## config.mk

```make
export PLATFORM = sky130hd
export DESIGN_NAME = dds_sweep_ctrl_flat
export DESIGN_NICKNAME = d
export VERILOG_FILES = /design/src/rtl/dds_sweep_ctrl_if.sv /design/src/rtl/dds_sweep_ctrl.sv /design/src/flat_wrapper.sv
export SDC_FILE = /design/constraint.sdc
export NUM_CORES = 1
export LEC_CHECK = 0
export CAP_MARGIN = 5
export CORE_AREA = 2 2 111 134
export CTS_BUF_LIST = sky130_fd_sc_hd__clkbuf_4
export DETAILED_ROUTE_END_ITERATION = 8
export DIE_AREA = 0 0 113 136
export PLACE_DENSITY = 0.7
export SYNTH_ARGS = -nofsm -noshare
export SYNTH_HDL_FRONTEND = slang
export SYNTH_SLANG_ARGS = --single-unit
```

## constraint.sdc

```tcl
create_clock -name clk -period 4.4 [get_ports clk]
set_clock_uncertainty 0.15 [all_clocks]
set_input_delay 0.88 -clock clk [delete_from_list [all_inputs] [get_ports clk]]
set_output_delay 0.88 -clock clk [all_outputs]
set_load 0.005 [all_outputs]
```

## src/rtl/dds_sweep_ctrl_if.sv

```systemverilog
// Bus bundle between the sweep controller and its host: the configuration
// handshake, the abort request and the DDS-facing FreqPhase/Load/Enable lines.
`timescale 1ns/1ps

interface dds_sweep_ctrl_if #(
    parameter int DATA_WIDTH = 16,
    parameter int CNT_WIDTH  = 16
);
    logic                  cfg_valid;
    logic                  cfg_ready;
    logic [DATA_WIDTH-1:0] cfg_phase;
    logic [DATA_WIDTH-1:0] cfg_freq_start;
    logic [DATA_WIDTH-1:0] cfg_freq_step;
    logic [CNT_WIDTH-1:0]  cfg_steps;
    logic [CNT_WIDTH-1:0]  cfg_dwell;
    logic                  abort;
    logic [DATA_WIDTH-1:0] FreqPhase;
    logic                  LoadP;
    logic                  LoadF;
    logic                  Enable;
    logic                  busy;
    logic                  done;

    // Host side: offers configurations, may abort, watches the DDS lines.
    modport master (
        output cfg_valid, cfg_phase, cfg_freq_start, cfg_freq_step,
               cfg_steps, cfg_dwell, abort,
        input  cfg_ready, FreqPhase, LoadP, LoadF, Enable, busy, done
    );

    // Controller side: accepts configurations and drives the DDS lines.
    modport slave (
        input  cfg_valid, cfg_phase, cfg_freq_start, cfg_freq_step,
               cfg_steps, cfg_dwell, abort,
        output cfg_ready, FreqPhase, LoadP, LoadF, Enable, busy, done
    );
endinterface

```

## src/rtl/dds_sweep_ctrl.sv

```systemverilog
// DDS sweep sequencer: loads the phase word once, then steps the frequency
// word linearly, generating the LoadP/LoadF pulses and the Enable level.
`timescale 1ns/1ps

module dds_sweep_ctrl #(
    parameter int DATA_WIDTH = 16,
    parameter int PULSE_LEN  = 2,
    parameter int CNT_WIDTH  = 16
) (
    input logic             clk,
    input logic             rst,
    dds_sweep_ctrl_if.slave bus
);

    typedef enum logic [3:0] {
        IDLE, PH_SETUP, PH_HIGH, PH_LOW, FR_SETUP, FR_HIGH, FR_LOW, DWELL, DONE
    } state_t;

    localparam logic [CNT_WIDTH-1:0] PULSE_LAST = CNT_WIDTH'(PULSE_LEN - 1);
    localparam logic [CNT_WIDTH-1:0] CNT_ONE    = CNT_WIDTH'(1);

    state_t                state_q, state_d;
    logic [CNT_WIDTH-1:0]  cnt_q, cnt_d;
    logic [CNT_WIDTH-1:0]  steps_left_q, steps_left_d;
    logic [DATA_WIDTH-1:0] freq_cur_q, freq_cur_d;
    logic [DATA_WIDTH-1:0] step_q;
    logic [CNT_WIDTH-1:0]  dwell_q;
    logic [DATA_WIDTH-1:0] freq_phase_q;
    logic                  load_p_q, load_f_q, enable_q, busy_q, done_q;
    logic                  accept;
    logic                  step_decision;

    // Ready is the only combinational output; abort masks it so an abort
    // always wins over a configuration offered in the same cycle.
    assign bus.cfg_ready = (state_q == IDLE) && !bus.abort && !rst;

    assign bus.FreqPhase = freq_phase_q;
    assign bus.LoadP     = load_p_q;
    assign bus.LoadF     = load_f_q;
    assign bus.Enable    = enable_q;
    assign bus.busy      = busy_q;
    assign bus.done      = done_q;

    // Next-state logic: per-state cycle counting and the zero-cycle step decision.
    always_comb begin
        // NOTE: every signal gets a default first so no path leaves it unassigned (no latches).
        state_d       = state_q;
        cnt_d         = cnt_q;
        steps_left_d  = steps_left_q;
        freq_cur_d    = freq_cur_q;
        accept        = 1'b0;
        step_decision = 1'b0;

        case (state_q)
            IDLE: begin
                if (bus.cfg_valid && bus.cfg_ready) begin
                    accept  = 1'b1;
                    state_d = PH_SETUP;
                end
            end
            PH_SETUP: begin
                state_d = PH_HIGH;
                cnt_d   = PULSE_LAST;
            end
            PH_HIGH: begin
                if (cnt_q == '0) begin
                    state_d = PH_LOW;
                    cnt_d   = PULSE_LAST;
                end else begin
                    cnt_d = cnt_q - CNT_ONE;
                end
            end
            PH_LOW: begin
                // freq_cur already holds the start frequency captured at accept.
                if (cnt_q == '0) state_d = FR_SETUP;
                else             cnt_d   = cnt_q - CNT_ONE;
            end
            FR_SETUP: begin
                state_d = FR_HIGH;
                cnt_d   = PULSE_LAST;
            end
            FR_HIGH: begin
                if (cnt_q == '0) begin
                    state_d = FR_LOW;
                    cnt_d   = PULSE_LAST;
                end else begin
                    cnt_d = cnt_q - CNT_ONE;
                end
            end
            FR_LOW: begin
                if (cnt_q == '0) begin
                    if (dwell_q != '0) begin
                        state_d = DWELL;
                        cnt_d   = dwell_q - CNT_ONE;
                    end else begin
                        step_decision = 1'b1;
                    end
                end else begin
                    cnt_d = cnt_q - CNT_ONE;
                end
            end
            DWELL: begin
                if (cnt_q == '0) step_decision = 1'b1;
                else             cnt_d         = cnt_q - CNT_ONE;
            end
            DONE:    state_d = IDLE;
            default: state_d = IDLE;
        endcase

        if (step_decision) begin
            if (steps_left_q == '0) begin
                state_d = DONE;
            end else begin
                state_d      = FR_SETUP;
                freq_cur_d   = freq_cur_q + step_q;
                steps_left_d = steps_left_q - CNT_ONE;
            end
        end

        if (bus.abort) state_d = IDLE;
    end

    // Control state and registered outputs, all derived from the next state.
    always_ff @(posedge clk) begin
        if (rst) begin
            state_q      <= IDLE;
            cnt_q        <= '0;
            steps_left_q <= '0;
            freq_cur_q   <= '0;
            freq_phase_q <= '0;
            load_p_q     <= 1'b0;
            load_f_q     <= 1'b0;
            enable_q     <= 1'b0;
            busy_q       <= 1'b0;
            done_q       <= 1'b0;
        end else begin
            // NOTE: non-blocking assignments so every register samples pre-edge values.
            state_q  <= state_d;
            cnt_q    <= cnt_d;
            load_p_q <= (state_d == PH_HIGH);
            load_f_q <= (state_d == FR_HIGH);
            busy_q   <= (state_d != IDLE);
            done_q   <= (state_d == DONE);

            if (accept) begin
                freq_cur_q   <= bus.cfg_freq_start;
                steps_left_q <= bus.cfg_steps;
                freq_phase_q <= bus.cfg_phase;
            end else begin
                freq_cur_q   <= freq_cur_d;
                steps_left_q <= steps_left_d;
                if (state_d == FR_SETUP) freq_phase_q <= freq_cur_d;
            end

            if (bus.abort)                enable_q <= 1'b0;
            else if (state_d == FR_HIGH)  enable_q <= 1'b1;
        end
    end

    // Configuration capture for step and dwell; only read after an accept.
    always_ff @(posedge clk) begin
        // NOTE: left out of reset on purpose; these are always written before use.
        if (accept) begin
            step_q  <= bus.cfg_freq_step;
            dwell_q <= bus.cfg_dwell;
        end
    end

endmodule

```

## src/flat_wrapper.sv

```systemverilog
// flat-port wrapper written by rule: the top's interface ports become plain ports
module dds_sweep_ctrl_flat 
#(
    parameter int DATA_WIDTH = 16,
    parameter int PULSE_LEN  = 2,
    parameter int CNT_WIDTH  = 16
)
  (clk, rst, bus_cfg_valid, bus_cfg_phase, bus_cfg_freq_start, bus_cfg_freq_step, bus_cfg_steps, bus_cfg_dwell, bus_abort, bus_cfg_ready, bus_FreqPhase, bus_LoadP, bus_LoadF, bus_Enable, bus_busy, bus_done);
  dds_sweep_ctrl_if #(.DATA_WIDTH(DATA_WIDTH), .CNT_WIDTH(CNT_WIDTH)) bus_i ();
  input logic clk;
  input logic rst;
  input wire logic [$bits(bus_i.cfg_valid)-1:0] bus_cfg_valid;
  input wire logic [$bits(bus_i.cfg_phase)-1:0] bus_cfg_phase;
  input wire logic [$bits(bus_i.cfg_freq_start)-1:0] bus_cfg_freq_start;
  input wire logic [$bits(bus_i.cfg_freq_step)-1:0] bus_cfg_freq_step;
  input wire logic [$bits(bus_i.cfg_steps)-1:0] bus_cfg_steps;
  input wire logic [$bits(bus_i.cfg_dwell)-1:0] bus_cfg_dwell;
  input wire logic [$bits(bus_i.abort)-1:0] bus_abort;
  output wire logic [$bits(bus_i.cfg_ready)-1:0] bus_cfg_ready;
  output wire logic [$bits(bus_i.FreqPhase)-1:0] bus_FreqPhase;
  output wire logic [$bits(bus_i.LoadP)-1:0] bus_LoadP;
  output wire logic [$bits(bus_i.LoadF)-1:0] bus_LoadF;
  output wire logic [$bits(bus_i.Enable)-1:0] bus_Enable;
  output wire logic [$bits(bus_i.busy)-1:0] bus_busy;
  output wire logic [$bits(bus_i.done)-1:0] bus_done;
  assign bus_i.cfg_valid = bus_cfg_valid;
  assign bus_i.cfg_phase = bus_cfg_phase;
  assign bus_i.cfg_freq_start = bus_cfg_freq_start;
  assign bus_i.cfg_freq_step = bus_cfg_freq_step;
  assign bus_i.cfg_steps = bus_cfg_steps;
  assign bus_i.cfg_dwell = bus_cfg_dwell;
  assign bus_i.abort = bus_abort;
  assign bus_cfg_ready = bus_i.cfg_ready;
  assign bus_FreqPhase = bus_i.FreqPhase;
  assign bus_LoadP = bus_i.LoadP;
  assign bus_LoadF = bus_i.LoadF;
  assign bus_Enable = bus_i.Enable;
  assign bus_busy = bus_i.busy;
  assign bus_done = bus_i.done;
  dds_sweep_ctrl #(.DATA_WIDTH(DATA_WIDTH), .PULSE_LEN(PULSE_LEN), .CNT_WIDTH(CNT_WIDTH)) u_core (.clk(clk), .rst(rst), .bus(bus_i));
endmodule
```

Word level (Yosys, flattened, before mapping):

Cells that the tools add are included.

* add/sub/neg operators: 4
* eq/ne operators: 14
* muxes and demuxes: 29
* reductions and logical operators: 19

Operator list (number)
* 16-bit 2-to-1 mux: 12
* 16-bit one-hot mux with 4 select lines: 1
* 16-bit by 1-bit subtractor with 16-bit output, second input constant: 3
* 4-bit 2-to-1 mux: 9
* 16-bit zero test: 2
* 4-bit one-hot mux with 8 select lines: 1
* 4-bit by 3-bit equality test with 1-bit output, second input constant: 6
* 16-bit adder: 1
* 16-bit nonzero test: 1
* 4-bit by 2-bit equality test with 1-bit output, second input constant: 3
* 4-bit nonzero test: 2
* 2-bit OR reduction: 4
* 1-bit 2-to-1 mux: 5
* 4-bit by 1-bit equality test with 1-bit output, second input constant: 1
* 4-bit equality test, second input constant: 1
* 4-bit zero test: 1
* 2-bit nonzero test: 2
* 1-bit logical AND: 3
* 3-bit != test, second input constant: 1
* 3-bit AND reduction: 1
* 1-bit zero test: 2
* 2-bit by 1-bit != test with 1-bit output, second input constant: 1
* 2-bit != test, second input constant: 1
* 1-bit one-hot mux with 2 select lines: 1
* 2-bit AND reduction: 1

* bits in registers: 105
* bits of input ports: 84
* output and inout bits: 22
* logic and storage cells: 78

Depth between registers and ports, before layout:

* depth in word-level cells: 11
* mapped depth: 10
* mapped depth without buffers: 10

Worst setup path before layout:

OpenSTA, ideal clock, no wires.

* path kind: input to register
* start point: input bus_abort
* end point: register u_core.dwell_q[0], enable pin
* setup time: 0.409 ns
* arrival: 2.592 ns
* slack: 1.249 ns
* stages: 4
* path buffers: 1
* cells stage by stage: nor3_1 nand3_1 clkinv_1 clkbuf_1

* cells in the longest elaborated chain, start to end: 6

Ends and longest elaborated chain
* from (decl): RTL line flat_wrapper.sv:18 `input wire logic [$bits(bus_i.abort)-1:0] bus_abort;`
* 1-bit zero test: RTL line dds_sweep_ctrl.sv:35 `assign bus.cfg_ready = (state_q == IDLE) && !bus.abort && !rst;`
* 1-bit logical AND (2 in a row): RTL line dds_sweep_ctrl.sv:35
* 1-bit logical AND: RTL line dds_sweep_ctrl.sv:56 `if (bus.cfg_valid && bus.cfg_ready) begin`
* 1-bit 2-to-1 mux: RTL line dds_sweep_ctrl.sv:56
* 1-bit 2-to-1 mux: RTL line dds_sweep_ctrl.sv:54 `case (state_q)`
* via u_core.accept: RTL line dds_sweep_ctrl.sv:30 `logic accept;`
* to (signal assigned): RTL line dds_sweep_ctrl.sv:165 `dwell_q <= bus.cfg_dwell;`
* to (decl): RTL line dds_sweep_ctrl.sv:27 `logic [CNT_WIDTH-1:0] dwell_q;`

The timed path passes the listed nets, and every way through them passes these cells.
A chain may end at the register's enable or synchronous reset.

Final worst setup path:

* start point: input bus_abort
* end point: output bus_cfg_ready

* cells in the longest elaborated chain, start to end: 3

Ends and longest elaborated chain
* 1-bit zero test: RTL line dds_sweep_ctrl.sv:35
* 1-bit logical AND (2 in a row): RTL line dds_sweep_ctrl.sv:35
* to (decl): RTL line flat_wrapper.sv:19 `output wire logic [$bits(bus_i.cfg_ready)-1:0] bus_cfg_ready;`

No other way between the ends.

==> flow_metrics.py <==
metrics = {
    "detailed_routing": {
        "first_pass_iters": 7,
        "top_layer": "met4",
        "wl_met3_um": 739,
        "ant_nets": 0,
        "met1_length_um": 6690,
        "dr_total_vias": 5247,
        "drc": 1,
        "avgViaCountPerCell": 5.79,
        "first_iter_violations": 335,
        "routed-wl-met2_um": 8210,
        "drt_wl_total_um": 16100,
        "wl_per_cell_um": 17.8,
    },
    "worst_setup_path": {
        "path_delay_family": "buffers and inverters",
        "arrival_ns": 2.48,
        "reg2reg_from": "u_core.cnt_q[10]$_SDFFE_PP0P_",
        "r2r-end": "u_core.bus.FreqPhase[8]$_SDFFE_PP0P_",
        "crit_type": "in -> out",
        "crit_path_frequent_cell": "clkdlybuf4s50_1",
        "critPathBufInv": 2,
        "crit_path_start_kind": "input port",
        "crit_required_ns": 3.37,
        "cp_slowest_cell": "clkdlybuf4s50_1",
        "cp-end-kind": "output pin",
        "critPathMaxStageDelay_ns": 0.51,
        "cp_max_fo": 6,
        "ff2ff_setup_slack_ns": 1.01,
        "worstPathCellList": "clkdlybuf4s50_1 > nor3_1 > and2_1 > clkdlybuf4s50_1",
        "worstRegToRegCells": 7,
    },
    "power": {
        "p_leak_nw": 2.56,
        "power_density_nw_per_um2": 260,
        "power_mw": 1.85,
        "ir_drop_mv": 0.185,
    },
    "clocking": {
        "clk_pin_slew_ns": 0.17,
        "root_buffer": "clkbuf_4",
        "cts_tree": "built",
        "numCtsBuffers": 9,
        "cts.path.max_buffers": 2,
        "clkLatencyLatePin_ns": 0.50,
        "clock_sinks": 105,
        "post_cts_buffers": 0,
        "cts_resized": 0,
        "holdBufCountCts": 0,
        "h-tree-depth": 3,
    },
    "hold_path": {
        "hold_start": "u_core.cnt_q[5]$_SDFFE_PP0P_",
        "holdPathEnd": "u_core.cnt_q[5]$_SDFFE_PP0P_",
        "worstHoldPathCells": 2,
        "hp-class": "reg -> reg",
    },
    "finish": {
        "finalNetCount": 832,
        "final_cells": 907,
        "area_delta_synth_final_pct": 22.5,
        "drive_gt1_frac": 0.0561,
    },
    "floorplan": {
        "die_y_um": 136,
        "initial_utilization": 0.409,
        "rows": 48,
        "core-area_sq_um": 14200,
        "die_area_sq_um": 15400,
        "io-pin-count": 106,
        "die_w_um": 113,
    },
    "logic_synthesis": {
        "ys_warn_count": 0,
        "yosysSeqAreaShare": 0.418,
        "synthFlopType": "dfxtp_1",
        "synthArstFlopShare": 0,
        "synthTopCellsByArea": "dfxtp_1 25%, edfxtp_1 17%, nor2_1 5.1%",
        "syn-cell-area_sq_um": 5800,
        "syn_nets": 740,
        "synth_edf_count": 32,
        "synth_top_area_frac": 0.252,
        "synth_common_cells": "78 x nor2_1, 73 x dfxtp_1, 45 x nand2_1, 34 x a211oi_1, 32 x edfxtp_1",
        "syn_area_per_cell_sq_um": 9.13,
        "syn_inst": 635,
        "yosysTopAreaCell": "dfxtp_1",
        "synth.distinct_cells": 67,
        "ys_ff_latch": 105,
        "synth_most_common_cell": "nor2_1",
    },
    "global_routing": {
        "first_global_vias": 5250,
        "grt_pass1_wl_um": 26100,
        "antenna_found_initial": 1,
        "grt_max_degree": 66,
        "grt_overflow": 0,
        "grtUsageTotal": 0.212,
    },
    "timing": {
        "layout_setup_ws_ns": 0.893,
        "setup_viol": 0,
        "worst_pin_slew_ns": 0.777,
        "setup_tns_ns": 0,
        "clock.fmax_mhz": 285,
        "fin_crit_sh": 0.797,
        "max-slew-margin-rel": 0.480,
        "rsz0062_at_grt": "false",
        "fin_crit_ns": 3.51,
        "worst_hold_slack_ns": 0.340,
        "slew_violations": 0,
        "final-hold-violation-count": 0,
    },
    "placed_design": {
        "hpwlAfterDp_um": 11800,
        "pre_cts_slack_ns": 0.900,
        "port_buffers": 105,
        "place_inst": 891,
        "place.gp.congestion": 0.895,
    },
    "run_status": {
        "status": "finished with violations",
        "violations": "design-rule violations",
    },
    "flow_run": {
        "cap_violations": 0,
    },
}
[how the worst max path moves through the flow]
stage | start | to | slack, ns | depth (start not counted)
3_5_place_dp | bus_abort | bus_cfg_ready | 0.90 | 4
3_3_place_gp | bus_abort | bus_cfg_ready | 0.91 | 4
2_1_floorplan | bus_abort | u_core.dwell_q[0]$_DFFE_PP_ | 1.25 | 4
6_report | bus_abort | bus_cfg_ready | 0.89 | 4
4_1_cts | bus_abort | bus_cfg_ready | 0.89 | 4
5_1_grt | bus_abort | bus_cfg_ready | 0.80 | 4
[final cells by class]
type	instances	area (sq um)
timing repair buffer	110	1080
inverter	23	86.3
sequential	105	2420
antenna	1	2.50
clock inverter	5	47.5
multi-input combinational	478	3160
fill	1353	7070
clock buffer	10	75.1
tap	175	219
[registers in the layout, summed over array words and instances (netlist names)]
signal,flops
u_core.bus.FreqPhase,16
u_core.cnt_q,16
u_core.dwell_q,16
u_core.freq_cur_q,16
u_core.step_q,16
u_core.steps_left_q,16
u_core.state_q,4
u_core.bus.Enable,1
u_core.bus.LoadF,1
u_core.bus.LoadP,1
u_core.bus.busy,1
u_core.bus.done,1
[worst register-to-register path, stage by stage (launching register included)]
cell and delay (ns):
dfxtp_1 0.38, or4_4 0.58, nor4_4 0.51, a32oi_1 0.29, a21o_1 0.28, a21oi_4 0.46
mux2_2 0.41, a211oi_1 0.25
[routing by layer]
layer,GRT usage,vias up
li1,-,2565
met1,0.249,2483
met3,0.0352,30
met2,0.380,169
met5,0,-
met4,0.0921,0
[per-stage QoR]
stage           util  cell area (sq um)
2_1_floorplan      -               5800
3_3_place_gp   0.492               6970
3_5_place_dp   0.492               6970
4_1_cts        0.501               7100
5_1_grt        0.501               7100
6_report       0.501               7100
[cells in the final DEF, fill, tap and decap left out, types with 10 or more instances in the layout]
master and n:
nand3_1 10, o21ai_0 24, inv_1 22, clkdlybuf4s50_1 104, xnor2_1 29, a211oi_1 34, edfxtp_1 32, mux2i_1 15
clkbuf_4 10, a21oi_1 27, nor3_1 24, dfxtp_1 73, ha_1 20, nand2_1 45, nor2_1 78, nor4_1 21
[where the power goes]
part | internal [mW] | leakage, nW | switching [mW] | total (mW)
Clock | 0.172 | 0.0738 | 0.327 | 0.499
Combinational | 0.153 | 1.60 | 0.139 | 0.293
Sequential | 1.03 | 0.888 | 0.0233 | 1.05
Total | 1.36 | 2.56 | 0.489 | 1.85
[cell families (layout without fill, tap and decap cells)]
group | after synthesis | in the layout | share of synthesized area
AOI/OAI and AO/OA | 168 | 168 | 0.205
xor gates and xnor gates | 38 | 38 | 0.0574
adders and majority gates | 21 | 21 | 0.0466
buffers and inverters | 52 | 148 | 0.0371
DFF | 105 | 105 | 0.418
muxes | 19 | 19 | 0.0356
other | 0 | 1 | 0
and+or+nand+nor | 232 | 232 | 0.200
Power figures use the tool's default switching activity.
